<file path="src/rtl/flash_pkg.sv">
// Shared SPI flash definitions: opcodes, status-register bit positions,
// the 4-phase SPI bit encoding and the WIP poller state type.
package flash_pkg;

  localparam logic [7:0] OP_WR_EN = 8'h06;
  localparam logic [7:0] OP_PP    = 8'h12;
  localparam logic [7:0] OP_PPX4  = 8'h3E;
  localparam logic [7:0] OP_RDSR  = 8'h05;

  localparam int SR_WIP = 0;
  localparam int SR_WEL = 1;

  // One SPI bit spans 4 clocks: mosi changes in phase 0, spi_clk is high
  // from PH_SCLK_RISE onwards, and miso is sampled in PH_LAST.
  localparam logic [1:0] PH_SCLK_RISE = 2'd2;
  localparam logic [1:0] PH_LAST      = 2'd3;

  typedef enum logic [2:0] {
    ST_IDLE,
    ST_SEL,
    ST_CMD,
    ST_READ,
    ST_CHECK,
    ST_GAP,
    ST_FIN
  } poll_state_e;

endpackage

</file>
<file path="src/rtl/flash_wip_poll_ctrl_spi_byte_shifter.sv">
// Mode-0 single-bit SPI byte engine: 32 clocks per byte, MSB first both ways.
// A start on the last cycle of a byte chains the next byte with no idle gap.
module spi_byte_shifter
  import flash_pkg::*;
(
  input  logic       system_clk,
  input  logic       system_reset_n,
  input  logic       start,
  input  logic [7:0] tx_byte,
  input  logic       miso,
  output logic       done,
  output logic       spi_clk,
  output logic       mosi,
  output logic [7:0] rx_byte
);

  logic       active;
  logic [1:0] phase;
  logic [2:0] bit_idx;
  logic [7:0] tx_sr;
  logic [6:0] rx_sr;

  assign done    = active && (phase == PH_LAST) && (bit_idx == 3'd7);
  assign spi_clk = active && (phase >= PH_SCLK_RISE);
  assign mosi    = active && tx_sr[7];
  // Final bit is taken straight from miso so the byte is usable alongside done.
  assign rx_byte = {rx_sr, miso};

  always_ff @(posedge system_clk or negedge system_reset_n) begin
    if (!system_reset_n) begin
      active  <= 1'b0;
      phase   <= 2'd0;
      bit_idx <= 3'd0;
      tx_sr   <= 8'h00;
    end else if (start && (!active || done)) begin
      active  <= 1'b1;
      phase   <= 2'd0;
      bit_idx <= 3'd0;
      tx_sr   <= tx_byte;
    end else if (active) begin
      phase <= phase + 2'd1;
      if (phase == PH_LAST) begin
        bit_idx <= bit_idx + 3'd1;
        tx_sr   <= {tx_sr[6:0], 1'b0};
        if (bit_idx == 3'd7) active <= 1'b0;
      end
    end
  end

  always_ff @(posedge system_clk or negedge system_reset_n) begin
    if (!system_reset_n)                  rx_sr <= 7'h00;
    else if (active && phase == PH_LAST)  rx_sr <= {rx_sr[5:0], miso};
  end

endmodule

</file>
<file path="src/rtl/flash_wip_poll_ctrl.sv">
// Polls the flash status register with RDSR after a page program until WIP
// clears or MAX_POLLS polls have been made, then pulses done.
module flash_wip_poll_ctrl
  import flash_pkg::*;
#(
  parameter logic [7:0]  RDSR_INST = OP_RDSR,
  parameter logic [15:0] MAX_POLLS = 16'd50000,
  parameter int          CS_GAP    = 8          // must be >= 2
)(
  input  logic        system_clk,
  input  logic        system_reset_n,
  input  logic        start,
  output logic        cs_n,
  output logic        spi_clk,
  output logic        mosi,
  input  logic        miso,
  output logic        busy,
  output logic        done,
  output logic        timeout,
  output logic [7:0]  status,
  output logic [15:0] poll_cnt
);

  localparam logic [7:0] GAP_LOAD = 8'(CS_GAP - 1);

  poll_state_e state, state_nxt;
  logic [7:0]  gap_cnt;
  logic        sh_start, sh_done;
  logic [7:0]  sh_tx, sh_rx;
  logic [16:0] poll_inc;
  logic        last_poll;

  assign poll_inc  = {1'b0, poll_cnt} + 17'd1;
  assign last_poll = (poll_inc == {1'b0, MAX_POLLS});

  spi_byte_shifter u_shifter (
    .system_clk     (system_clk),
    .system_reset_n (system_reset_n),
    .start          (sh_start),
    .tx_byte        (sh_tx),
    .miso           (miso),
    .done           (sh_done),
    .spi_clk        (spi_clk),
    .mosi           (mosi),
    .rx_byte        (sh_rx)
  );

  always_ff @(posedge system_clk or negedge system_reset_n) begin
    if (!system_reset_n) state <= ST_IDLE;
    else                 state <= state_nxt;
  end

  always_comb begin
    state_nxt = state;
    case (state)
      ST_IDLE:  if (start) state_nxt = ST_SEL;
      ST_SEL:   state_nxt = ST_CMD;
      ST_CMD:   if (sh_done) state_nxt = ST_READ;
      ST_READ:  if (sh_done) state_nxt = ST_CHECK;
      ST_CHECK: begin
        if (!status[SR_WIP] || last_poll) state_nxt = ST_FIN;
        else                              state_nxt = ST_GAP;
      end
      ST_GAP:   if (gap_cnt == 8'd0) state_nxt = ST_SEL;
      ST_FIN:   state_nxt = ST_IDLE;
      default:  state_nxt = ST_IDLE;
    endcase
  end

  // cs_n is low from CMD through CHECK, i.e. asserted by SEL and released by CHECK.
  always_comb begin
    cs_n     = 1'b1;
    busy     = 1'b1;
    done     = 1'b0;
    sh_start = 1'b0;
    sh_tx    = 8'h00;
    case (state)
      ST_IDLE:  busy = 1'b0;
      ST_SEL:   begin sh_start = 1'b1; sh_tx = RDSR_INST; end
      ST_CMD:   begin cs_n = 1'b0; sh_start = sh_done; end
      ST_READ:  cs_n = 1'b0;
      ST_CHECK: cs_n = 1'b0;
      ST_FIN:   done = 1'b1;
      default:  ;
    endcase
  end

  always_ff @(posedge system_clk or negedge system_reset_n) begin
    if (!system_reset_n) begin
      status   <= 8'h00;
      poll_cnt <= 16'd0;
      timeout  <= 1'b0;
      gap_cnt  <= 8'd0;
    end else begin
      case (state)
        ST_IDLE: if (start) begin
          poll_cnt <= 16'd0;
          timeout  <= 1'b0;
        end
        ST_READ: if (sh_done) status <= sh_rx;
        ST_CHECK: begin
          if (poll_cnt != MAX_POLLS) poll_cnt <= poll_inc[15:0];
          if (status[SR_WIP] && last_poll) timeout <= 1'b1;
          gap_cnt <= GAP_LOAD;
        end
        ST_GAP: gap_cnt <= gap_cnt - 8'd1;
        default: ;
      endcase
    end
  end

endmodule

</file>
<file path="config.mk">
export PLATFORM = sky130hd
export DESIGN_NAME = flash_wip_poll_ctrl
export DESIGN_NICKNAME = d
export VERILOG_FILES = /design/src/rtl/flash_pkg.sv /design/src/rtl/flash_wip_poll_ctrl_spi_byte_shifter.sv /design/src/rtl/flash_wip_poll_ctrl.sv
export SDC_FILE = /design/constraint.sdc
export NUM_CORES = 1
export LEC_CHECK = 0
export ABC_AREA = 1
export BUFFER_PORTS_ARGS = -buffer_cell sky130_fd_sc_hd__buf_4
export CAP_MARGIN = 20
export CORE_ASPECT_RATIO = 1.2
export CORE_MARGIN = 10
export CORE_UTILIZATION = 55
export DETAILED_ROUTE_END_ITERATION = 10
export GPL_ROUTABILITY_DRIVEN = 1
export PLACE_DENSITY = 0.75
export SLEW_MARGIN = 40
export SYNTH_ARGS = -nofsm -noshare
export SYNTH_HDL_FRONTEND = slang
export SYNTH_HIERARCHICAL = 1
export SYNTH_SLANG_ARGS = --single-unit
</file>
<file path="constraint.sdc">
create_clock -name system_clk -period 2.3 [get_ports system_clk]
set_input_delay 0.23 -clock system_clk [delete_from_list [all_inputs] [get_ports system_clk]]
set_output_delay 0.23 -clock system_clk [all_outputs]
set_load 0.005 [all_outputs]
</file>
==> results of run 1 <==
[cell families after synthesis]
group,after synthesis,share of synthesized area (%)
mux,7,2.42
simple gates,233,32.1
xor+xnor,2,0.539
buf+inv,73,9.43
flops,57,43.9
other cells,1,0.115
fa+ha+maj,8,3.08
compound gates,39,8.43
[power groups by stage]
stage	sequential [mW]	clock (mW)	combinational, mW
detailed placement	1.57	0	1.53
global route	1.60	1.07	1.76
finish	1.55	1.01	1.52
CTS	1.55	1.02	1.54
floorplan	1.51	0	1.14
global placement	1.56	0	1.50
[flip-flops by register name (all words and copies together), names as in the netlist]
name               flops
gap_cnt                8
poll_cnt              16
state                  3
status                 8
timeout                1
u_shifter/active       1
u_shifter/bit_idx      3
u_shifter/phase        2
u_shifter/rx_sr        7
u_shifter/tx_sr        8
[critical path, stage by stage, from the launching register on]
cell,delay (ps)
dfrtp_1,420
ha_1,220
nand2_1,100
nor2_2,260
nand2_1,120
nor2_1,100
nand2_1,50
nand2_1,130
nand2_1,60
nor2_1,100
nand3_1,130
nand2_1,90
nand2_1,40
nand2_1,50
nand2_1,40
nand2_1,60
[worst paths after layout]
path / from / to / slack, ps / cells after the start
setup reg to reg: poll_cnt[0] / state[1] / 260 / 15
hold reg to reg: u_shifter/tx_sr[1] / u_shifter/tx_sr[1] / 480 / 2
setup / recovery: poll_cnt[0] / state[1] / 260 / 15
hold / removal: miso / u_shifter/rx_sr[0] / 100 / 3
min in group asynchronous: system_reset_n / poll_cnt[15] / 460 / 2
max in group asynchronous: system_reset_n / u_shifter/tx_sr[2] / 1350 / 2
[area by class of cell]
type | count | area share [%]
clock buffers | 12 | 4.33
clock inverters | 4 | 1.31
inverters | 66 | 6.69
multi-input cells | 295 | 40.3
flip-flops and latches | 57 | 37.4
well taps | 80 | 2.62
repair buffers | 37 | 7.34
[cell usage after synthesis]
| cell type | number | area (um^2) |
|---|---|---|
| nand4_1 | 8 | 50.1 |
| and3_1 | 2 | 12.5 |
| nor2_4 | 1 | 11.3 |
| nor4_1 | 1 | 6.26 |
| buf_4 | 2 | 15.0 |
| nor3_1 | 15 | 75.1 |
| o21ai_0 | 15 | 75.1 |
| o22ai_2 | 7 | 87.6 |
| buf_2 | 2 | 10.0 |
| xor2_1 | 1 | 8.76 |
| nor2_8 | 1 | 20.0 |
| dfrtp_1 | 57 | 1430 |
| nand2_1 | 120 | 450 |
| a21oi_1 | 6 | 30.0 |
| and2_1 | 2 | 12.5 |
| xnor2_1 | 1 | 8.76 |
| o21ai_2 | 4 | 35.0 |
| buf_1 | 1 | 3.75 |
| inv_6 | 1 | 8.76 |
| a31oi_1 | 3 | 18.8 |
| nand2_2 | 1 | 6.26 |
| inv_1 | 61 | 229 |
| ha_1 | 8 | 100 |
| nand2_4 | 1 | 11.3 |
| o22ai_1 | 2 | 12.5 |
| nand3_1 | 44 | 220 |
| nor3_4 | 1 | 16.3 |
| nand3b_1 | 1 | 7.51 |
| inv_2 | 3 | 11.3 |
| inv_4 | 1 | 6.26 |
| buf_6 | 2 | 22.5 |
| conb_1 | 1 | 3.75 |
| mux2_2 | 7 | 78.8 |
| nor2_1 | 34 | 128 |
| o31ai_1 | 1 | 7.51 |
| a22oi_1 | 1 | 7.51 |
| nand3_4 | 1 | 17.5 |
[layer usage]
layer	GRT usage, %	part of all wire (%)	vias to the layer above
met4	7.18	2.3	0
li1	-	-	1442
met3	5.05	5.3	20
met5	0	0	-
met1	19.4	44	1368
met2	27.5	49	78
[stage by stage]
| step | instance area, um^2 | setup slack (ps) |
|---|---|---|
| after CTS | 3810 | 180 |
| after floorplan | 3270 | 526 |
| after global routing | 3820 | 65.1 |
| after detailed placement | 3590 | 207 |
| after global placement | 3590 | 255 |
| final | 3820 | 260 |
[what timing repair did]
| action | CTS | global route |
|---|---|---|
| gates resized for setup | 0 | 1 |
| hold buffers | 1 | 0 |
| setup endpoints to repair | 0 | 1 |
| endpoints found under the hold margin | 57 | 0 |
[layout by cell type, fill, tap and decap left out, types with 8 or more instances in the layout]
cell      Yosys  final
nand4_1       8      8
nand2_1     120    120
ha_1          8      8
nor3_1       15     15
buf_4         2     36
nand3_1      44     44
clkbuf_8      0     12
inv_1        61     61
dfrtp_1      57     57
nor2_1       34     33
o21ai_0      15     15
==> results.ini, run 1 <==
[power]
power_mw=4.07
p_sw_mw=1.63
irDropWorstVdd_v=0.000768
p_seq_share_pct=38.0
swShare_pct=40.0
p_comb_share_pct=37.3
p_clk_share_pct=24.8
internal_power_mw=2.44
power_per_cell_area_mw_per_mm2=1070
p_leak_nw=1.93

[layout]
post-route-util_pct=66.9
nNetsFinal=478
syn_to_final_growth_pct=17.4
final-seq-area_mm2=0.00143
final_layout_size_suffix_gt1_share_pct=17.4
antenna_cells=0
multiInputGateArea_mm2=0.00154
fillCellCount=509
instances_no_fill=551

[synthesis]
yosys_warnings=6
ys_ff_latch=57
syn_area_mm2=0.00325
synthCells=420
avgSynthCellArea_um2=7.74
ys_types=37
seq_area_frac_synth_pct=43.9

[worst_hold_path]
worstHoldPathType=in -> reg

[grt]
grt_use_total_pct=16.6
grt_pass1_wl_mm=13.1
grt_pass1_vias=2901
antenna_found_initial=0
grt_start_max_net_pins=58
grt_overflow=0

[die]
die_w_um=90.2
core_area_mm2=0.00571
initial_core_util_pct=57.0
die_h_um=104
die_area_mm2=0.00940
io_pins=34
num_rows=30

[clock_network]
clk_latency_ps=350
cts_tree=yes
clock_path_buffers=2
h-tree-depth=3
cts_setup_buffers=0
clkTransAtPathRegs_ps=70
cts-buffers-inserted=9
cts_root_buffer=clkbuf_8
cts_sinks=57

[timing]
maxSlewViolCount=0
fin_skew_ps=5.86
fin_setup_tns_ps=0
finalCriticalPeriod_ps=2040
hold_viol=0
final.period_utilization_pct=88.7
clock.fmax_mhz=490
holdWs_ps=99.5
worst_pin_slew_ps=710
rsz0062_at_grt=false
finalSetupViolations=0
timing.slew.headroom_pct=52.7

[place]
place.gp.congestion=0.968
port_buffers=33
dp_hpwl_mm=5.43
placedCellCount=534

[status]
status=finished clean

[routing]
drcViolationCount=0
wirelength_mm=7.49
routedWlPerCell_um=13.6
antenna_left=0
drtIter0Drc=163
vias_per_cell=5.28
first_pass_iters=4
num_vias=2908

[worst_setup_path]
start_kind=flip-flop
crit_fanout=6
cp-end-kind=flip-flop
path_class=reg -> reg
cp_data_required_time_ps=2590
worstPathArrival_ps=2330

[flow_run]
cap_viol_max_count=0

No activity file was read; power rests on OpenSTA's default activity.
==> inputs of run 2 (changes only) <==
Settings changed: CAP_MARGIN 20 to unset, PLACE_DENSITY 0.75 to 0.87.
==> results.ini, run 2 (same netlist as run 1, synthesis figures left out) <==
[worst_setup_path]
crit_end=state[1]
cp-startpoint=poll_cnt[0]
reg2reg_to=state[1]
cp-end-kind=flip-flop
cp_data_required_time_ps=2570
reg2reg_depth=13
start_kind=flip-flop
path_class=reg -> reg
r2r-start=poll_cnt[0]
crit_fanout=6
worstPathArrival_ps=2310
regToRegSetupSlack_ps=260

[timing]
finalCriticalPeriod_ps=2040
timing.slew.headroom_pct=52.4
hold_viol=0
finalSetupViolations=0
fin_skew_ps=13.5
worst_pin_slew_ps=714
rsz0062_at_grt=false
clock.fmax_mhz=491
fin_ws_ps=262
fin_setup_tns_ps=0
maxSlewViolCount=0
final.period_utilization_pct=88.6
holdWs_ps=128

[die]
num_rows=30
die_h_um=104
io_pins=34
die_area_mm2=0.00940
die_w_um=90.2
core_area_mm2=0.00571
initial_core_util_pct=57.0

[layout]
multiInputGateArea_mm2=0.00154
final-seq-area_mm2=0.00143
post-route-util_pct=67.1
final_common_cell=nand2_1
final_cell_mix=nand2_1 (120), inv_1 (61), dfrtp_1 (57), nand3_1 (44), buf_4 (37)
antenna_cells=0
fillCellCount=473
largest_register_ffs=16
syn_to_final_growth_pct=17.7
final_layout_size_suffix_gt1_share_pct=17.2
nNetsFinal=479
top_register=poll_cnt

[clock_network]
h-tree-depth=3
cts_sinks=57
cts_root_buffer=clkbuf_8
cts_tree=yes
clock_path_buffers=2
clk_latency_ps=340
cts-buffers-inserted=9
clkTransAtPathRegs_ps=60

[power]
p_leak_nw=1.94
power_per_cell_area_mw_per_mm2=1080
irDropWorstVdd_v=0.000743
power_mw=4.14

[routing]
antenna_left=0
vias_per_cell=5.25
wirelength_mm=7.55
drcViolationCount=0
drtIter0Drc=151
routedWlPerCell_um=13.7
first_pass_iters=5
num_vias=2890

[place]
place.gp.congestion=0.977
dp_hpwl_mm=5.61
pre_cts_ws_ps=265
port_buffers=33

[grt]
grt_pass1_vias=2914
grt_overflow=0
grt_pass1_wl_mm=12.7
grt_start_max_net_pins=58
grt_use_total_pct=16.2
antenna_found_initial=0

[flow_run]
cap_viol_max_count=0

[worst_hold_path]
worstHoldPathType=in -> reg

[status]
status=finished clean

run 2: changes by cell type in the layout (fill, tap and decap cells not counted), sizes merged:
cell      before  now
clkinvlp       2    0
buf           36   37
bufinv         1    2
clkbuf        12   11
run 2: area by class of cell:
cell class | instances | area share (%)
multi-input cells | 295 | 40.3
repair buffers | 38 | 7.52
well taps | 80 | 2.62
inverters | 66 | 6.67
clock buffers | 11 | 3.96
clock inverters | 3 | 1.70
flip-flops and latches | 57 | 37.3
run 2: per-stage QoR:
step	std cells	instance area, um^2
after floorplan	425	3270
after detailed placement	535	3600
final	550	3830
after global routing	550	3830
after global placement	535	3600
after CTS	550	3820
run 2: timing repair:
item,4_1_cts,5_1_grt
hold buffers,1,0
setup buffers,0,0
endpoints found under the hold margin,57,0
resized for setup,0,1
setup endpoints to repair,0,1
run 2: critical path, stage by stage, from the launching register on:
cell and delay (ps):
dfrtp_1 410, ha_1 210, nand3_1 120, nor2_1 210, nand2_1 80, nand2_1 140
nand2_1 100, nor3_1 200, nand3_1 160, nand2_1 90, nand2_1 50, nand2_1 70
nand2_1 60, nand2_1 70
run 2: layer usage:
layer,wire [um],global-route usage (%),up-vias,part of all wire (%)
li1,-,-,1434,-
met1,3110,17.4,1347,41
met2,3780,27.7,92,50
met3,478,5.13,17,6.3
met4,178,8.31,0,2.4
met5,0,0,-,0
run 2: worst min-delay path by stage:
stage,start,to,cells after the start
finish,miso,u_shifter/rx_sr[0],3
global route,miso,u_shifter/rx_sr[0],3
CTS,miso,u_shifter/rx_sr[0],3
detailed placement,system_reset_n,poll_cnt[5],1
global placement,system_reset_n,poll_cnt[5],1
floorplan,system_reset_n,gap_cnt[0],0
run 2: power by group:
| part | internal [mW] | switching (mW) |
|---|---|---|
| sequential | 1.29 | 0.258 |
| clock | 0.655 | 0.373 |
| combinational | 0.582 | 0.985 |
